$ cat src/rtl/led_pattern_seq.sv
// LED pattern sequencer: prescaled step ticks drive fill-bounce, chase, ping-pong and binary patterns.
// Optional PWM dimming (BRIGHT port) is built when LED_PWM_DIM_EN is defined.
module led_pattern_seq #(
    parameter int N_LEDS   = 4,
    parameter int TICK_DIV = 25000000
) (
    input  logic              FPGA_CLK,
    input  logic              RST,
    input  logic              EN,
    input  logic [1:0]        MODE,
    input  logic [1:0]        SPEED,
`ifdef LED_PWM_DIM_EN
    input  logic [3:0]        BRIGHT,
`endif
    output logic [N_LEDS-1:0] LED,
    output logic              STEP_PULSE
);

    localparam int IW = N_LEDS;

    typedef enum logic [1:0] {
        M_FILL  = 2'd0,
        M_CHASE = 2'd1,
        M_PING  = 2'd2,
        M_BIN   = 2'd3
    } mode_t;

    mode_t             mode_q;
    logic [25:0]       pcnt;
    logic [25:0]       period;
    logic              tick;
    logic              chg;
    logic              tick_d;
    logic              load;
    logic [IW-1:0]     idx;
    logic [IW-1:0]     last_idx;
    logic [N_LEDS-1:0] pat;
    logic [N_LEDS-1:0] led_q;
    int                k;
    int                fill;
    int                dot;

    assign period = 26'(TICK_DIV) >> SPEED;
    // ">=" rather than "==" so a shrinking period fires at once instead of wrapping
    assign tick   = EN && (pcnt >= period - 26'd1);
    assign chg    = (MODE != mode_q);

    always_comb begin
        pat      = '0;
        last_idx = '0;
        k        = int'(idx);
        fill     = 0;
        dot      = 0;
        case (mode_q)
            M_FILL: begin
                last_idx = IW'(2*N_LEDS - 1);
                fill     = (k <= N_LEDS) ? k : 2*N_LEDS - k;
                for (int i = 0; i < N_LEDS; i++) pat[i] = (i < fill);
            end
            M_CHASE: begin
                last_idx = IW'(N_LEDS - 1);
                for (int i = 0; i < N_LEDS; i++) pat[i] = (i == k);
            end
            M_PING: begin
                last_idx = IW'(2*N_LEDS - 3);
                dot      = (k < N_LEDS) ? k : 2*N_LEDS - 2 - k;
                for (int i = 0; i < N_LEDS; i++) pat[i] = (i == dot);
            end
            M_BIN: begin
                last_idx = '1;
                pat      = idx;
            end
            default: ;
        endcase
    end

    // tick_d holds a step whose LED update is still owed while EN is low,
    // so LED and STEP_PULSE always move together.
    always_ff @(posedge FPGA_CLK) begin
        if (RST) begin
            mode_q     <= M_FILL;
            pcnt       <= '0;
            idx        <= '0;
            tick_d     <= 1'b0;
            load       <= 1'b1;
            led_q      <= '0;
            STEP_PULSE <= 1'b0;
        end else begin
            mode_q     <= mode_t'(MODE);
            STEP_PULSE <= EN & tick_d;
            load       <= chg;
            if (EN || load) led_q <= pat;
            if (chg) begin
                pcnt   <= '0;
                idx    <= '0;
                tick_d <= 1'b0;
            end else if (EN) begin
                tick_d <= tick;
                if (tick) begin
                    pcnt <= '0;
                    idx  <= (idx == last_idx) ? '0 : idx + 1'b1;
                end else begin
                    pcnt <= pcnt + 26'd1;
                end
            end
        end
    end

`ifdef LED_PWM_DIM_EN
    logic [3:0] pwm_cnt;

    always_ff @(posedge FPGA_CLK) begin
        if (RST) pwm_cnt <= '0;
        else     pwm_cnt <= (pwm_cnt == 4'd14) ? 4'd0 : pwm_cnt + 4'd1;
    end

    assign LED = led_q & {N_LEDS{pwm_cnt < BRIGHT}};
`else
    assign LED = led_q;
`endif

endmodule
$ cat config.mk
export PLATFORM = sky130hd
export DESIGN_NAME = led_pattern_seq
export DESIGN_NICKNAME = d
export VERILOG_FILES = /design/src/rtl/led_pattern_seq.sv
export SDC_FILE = /design/constraint.sdc
export NUM_CORES = 1
export LEC_CHECK = 0
export ABC_AREA = 1
export CORE_AREA = 2 2 71 73
export DETAILED_ROUTE_END_ITERATION = 6
export DIE_AREA = 0 0 73 75
export GPL_ROUTABILITY_DRIVEN = 0
export PLACE_DENSITY_LB_ADDON = 0.05
export SKIP_CTS_REPAIR_TIMING = 1
export SLEW_MARGIN = 40
export SYNTH_ARGS = -nofsm -noshare
export SYNTH_HDL_FRONTEND = slang
export SYNTH_SLANG_ARGS = --single-unit
$ cat constraint.sdc
create_clock -name FPGA_CLK -period 6.1 [get_ports FPGA_CLK]
set_clock_uncertainty 0.1 [all_clocks]
set_input_delay 0.915 -clock FPGA_CLK [delete_from_list [all_inputs] [get_ports FPGA_CLK]]
set_output_delay 0.915 -clock FPGA_CLK [all_outputs]
set_load 0.01 [all_outputs]
==> results.cfg <==
[cts]
root_buffer = sky130_fd_sc_hd__clkbuf_8
cts_sink_count = 39
cts.clk_slew.worst_paths_ns = 0.07
clk_latency_ns = 0.29
cts_made_buffers = 5
cts_max_level = 2
cts_max_path_buffers = 2
tritoncts_clock_tree = done

[detailed_routing]
drt-wirelength-per-cell_microns = 12.40
drt.antenna.violating_nets = 0
drt_pass1_iterations = 4
detailroute.via_count = 2542
route.detailed.vias_per_inst = 5.329
drt-initial-drc-count = 122
detail_route.wirelength_microns = 5915
drc_errors = 0

[hold_path]
worst_hold_path.endpoint = STEP_PULSE
worstHoldPathCells = 2
hp-class = flip-flop to flip-flop
min-delay-start = tick_d

[sta]
setup_violators_final = 0
grt_setup_unrepaired = false
timing.final.max_slew_violations = 0
worst_hold_slack_ns = 0.3757
post-route-worst-setup-slack_ns = 2.672
setup_total_negative_slack_ns = 0
final.period_utilization = 0.5620
finalHoldViolations = 0
max_slew_margin = 0.6490
worstMarginPinSlew_ns = 0.5248
maximum_operating_frequency_mhz = 291.7
final.min_clock_period_ns = 3.428

[run_status]
run_status = finished clean

[finish]
number_of_diodes = 0
drive_above_1_share = 0.05910
final_net_count = 458
layout.filler_cells = 444
layout-area-overhead-vs-synth_pct = 7.140

[grt]
grt_antenna_before_repair = 0
pin_count_of_the_biggest_net_entering_global_routing = 23
grt-ovfl-total = 0
grt_pass1_wl_microns = 10460
first_global_vias = 2344
grt.total_usage = 0.2442

[placement]
dp_worst_setup_slack_ns = 2.337
port-buffer-count = 11
placed_wire_length_estimate_microns = 4648

[power]
irDropWorstVdd_mv = 0.1070
power.leakage_nw = 1.366
power_per_cell_area_nw_per_um2 = 155.8

[floorplan]
fp.dieH_microns = 75
number_of_i_o_pins = 12
std_cell_rows = 25
initial_core_util = 0.5941
floorplan.core_area_sq_um = 4661
floorplan.die_area_sq_um = 5475
floorplan.die.width_microns = 73

[setup_path]
timing.rr.end = pcnt[3]
endpoint_kind = flip-flop
timing.critical_path.required_ns = 6.17
worst_ep_arrival_time_ns = 3.50
worstPathMaxFanout = 22
reg2reg_depth = 12
r2r_slack_ns = 4.07
criticalPathCategory = primary input to flip-flop
crit-reg2reg-launch = pcnt[17]
startpoint_type = primary input

[logic_synthesis]
synth_cells = 412
syn_area_cell_sq_um = 6.721
synth_top_family_by_area = simple AND/OR/NAND/NOR gates
synth.mux.area_fraction = 0
synthSimpleGateAreaFrac = 0.3547
synth.distinct_cells = 35
synth_compound_area_frac = 0.08360
ys_warn_count = 0
ff_latch_count_synth = 39
synth-async-reset-ratio = 0
synth_seq_area_share = 0.2820
synth_xor_xnor_area_share = 0.05377
synth-adder-area-share = 0.1220
synth-edff-count = 0
ys_dominant_reg_cell = sky130_fd_sc_hd__dfxtp_1
synth_area_sq_um = 2769

[job]
cap_violations = 0
-- cell type report --
type                       count  area, sq um  share of cell area
inverter                      59        224.0             0.07550
sequential                    39        780.7              0.2632
timing repair buffer          11        110.1             0.03712
clock buffer                   6        72.57             0.02446
multi-input combinational    308         1712              0.5770
tap                           54        67.56             0.02278
-- cell usage in the layout (no fill, tap or decap) --
cell type / count
sky130_fd_sc_hd__o22ai_1: 3
sky130_fd_sc_hd__nor2_2: 2
sky130_fd_sc_hd__nand3b_1: 1
sky130_fd_sc_hd__inv_2: 4
sky130_fd_sc_hd__inv_4: 1
sky130_fd_sc_hd__a21oi_1: 16
sky130_fd_sc_hd__o21bai_1: 1
sky130_fd_sc_hd__nand3_1: 29
sky130_fd_sc_hd__dfxtp_1: 39
sky130_fd_sc_hd__nor2_1: 73
sky130_fd_sc_hd__a31o_2: 1
sky130_fd_sc_hd__nand2_2: 3
sky130_fd_sc_hd__clkbuf_1: 1
sky130_fd_sc_hd__nand4_1: 7
sky130_fd_sc_hd__ha_1: 27
sky130_fd_sc_hd__nand2_4: 3
sky130_fd_sc_hd__clkdlybuf4s50_1: 11
sky130_fd_sc_hd__a21boi_1: 1
sky130_fd_sc_hd__nor4_1: 3
sky130_fd_sc_hd__conb_1: 3
sky130_fd_sc_hd__nor3_4: 1
sky130_fd_sc_hd__o21ai_1: 1
sky130_fd_sc_hd__xnor2_1: 2
sky130_fd_sc_hd__o21ai_0: 15
sky130_fd_sc_hd__xor2_1: 15
sky130_fd_sc_hd__o21a_1: 3
sky130_fd_sc_hd__nand2_1: 82
sky130_fd_sc_hd__nand4_2: 1
sky130_fd_sc_hd__clkbuf_8: 5
sky130_fd_sc_hd__or2_2: 1
sky130_fd_sc_hd__inv_1: 54
sky130_fd_sc_hd__nor3_1: 9
sky130_fd_sc_hd__or2_1: 1
sky130_fd_sc_hd__a31oi_1: 1
sky130_fd_sc_hd__nor2_4: 3
-- report_power, final --
group	leakage [nW]	internal, mW	switching [mW]	total (mW)
registers	0.315	0.257	0.00222	0.259
clock network	0.0371	0.0762	0.0844	0.161
logic	1.01	0.0154	0.0266	0.0420
total	1.37	0.349	0.113	0.462
-- worst max-delay path by stage --
stage / from / endpoint / cells past startpoint
final: SPEED[1] / pcnt[3] / 16
after detailed placement: SPEED[1] / pcnt[19] / 16
after CTS: SPEED[1] / pcnt[19] / 16
after floorplan: SPEED[1] / pcnt[15] / 17
after global routing: SPEED[1] / pcnt[8] / 16
after global placement: SPEED[1] / pcnt[19] / 16
-- stage by stage --
step	area [sq um]	cells	util	total power [mW]
global placement	2894	471	0.6209	0.3064
floorplan	2773	413	-	0.2954
CTS	2967	477	0.6365	0.4661
global route	2967	477	0.6365	0.4823
finish	2967	477	0.6365	0.4621
detailed placement	2894	471	0.6209	0.3072
-- state kept, by name, indices dropped and copies added, names as in the netlist --
| register | cells |
|---|---|
| LED | 4 |
| mode_q | 2 |
| tick_d | 1 |
| idx | 4 |
| load | 1 |
| STEP_PULSE | 1 |
| pcnt | 26 |
-- routing by layer --
layer,vias up,track usage,wire (microns)
li1,1333,-,-
met1,1139,0.3267,2932
met2,57,0.3994,2628
met3,13,0.03748,257
met4,0,0.09053,97
met5,-,0,0
-- worst max-delay path: stages --
cell	delay, ns
sky130_fd_sc_hd__clkdlybuf4s50_1	0.69
sky130_fd_sc_hd__nand2_1	0.16
sky130_fd_sc_hd__inv_1	0.16
sky130_fd_sc_hd__ha_1	0.25
sky130_fd_sc_hd__ha_1	0.27
sky130_fd_sc_hd__nand2_1	0.05
sky130_fd_sc_hd__nor2_1	0.13
sky130_fd_sc_hd__o21ai_0	0.10
sky130_fd_sc_hd__inv_1	0.06
sky130_fd_sc_hd__nor2_1	0.04
sky130_fd_sc_hd__nor2_1	0.09
sky130_fd_sc_hd__nor2_1	0.05
sky130_fd_sc_hd__nand2_2	0.11
sky130_fd_sc_hd__nand2_4	0.09
sky130_fd_sc_hd__nand2_4	0.25
sky130_fd_sc_hd__nor2_1	0.07
-- cell families (layout without fill, tap and decap cells) --
group,Yosys count,count (layout)
buf+inv,66,76
other cells,2,3
compound gates,42,42
xor+xnor,17,17
fa+ha+maj,27,27
flops,39,39
simple gates,219,219
-- synthesized netlist by cell type (4+ instances only) --
| cell type | n | area share |
|---|---|---|
| sky130_fd_sc_hd__ha_1 | 27 | 0.12 |
| sky130_fd_sc_hd__nor2_1 | 73 | 0.099 |
| sky130_fd_sc_hd__nand4_1 | 7 | 0.016 |
| sky130_fd_sc_hd__inv_2 | 4 | 0.0054 |
| sky130_fd_sc_hd__nand3_1 | 29 | 0.052 |
| sky130_fd_sc_hd__a21oi_1 | 16 | 0.029 |
| sky130_fd_sc_hd__nor3_1 | 9 | 0.016 |
| sky130_fd_sc_hd__nand2_1 | 82 | 0.11 |
| sky130_fd_sc_hd__dfxtp_1 | 39 | 0.28 |
| sky130_fd_sc_hd__inv_1 | 54 | 0.073 |
| sky130_fd_sc_hd__o21ai_0 | 15 | 0.027 |
| sky130_fd_sc_hd__xor2_1 | 15 | 0.047 |
Power figures use the tool's default switching activity.
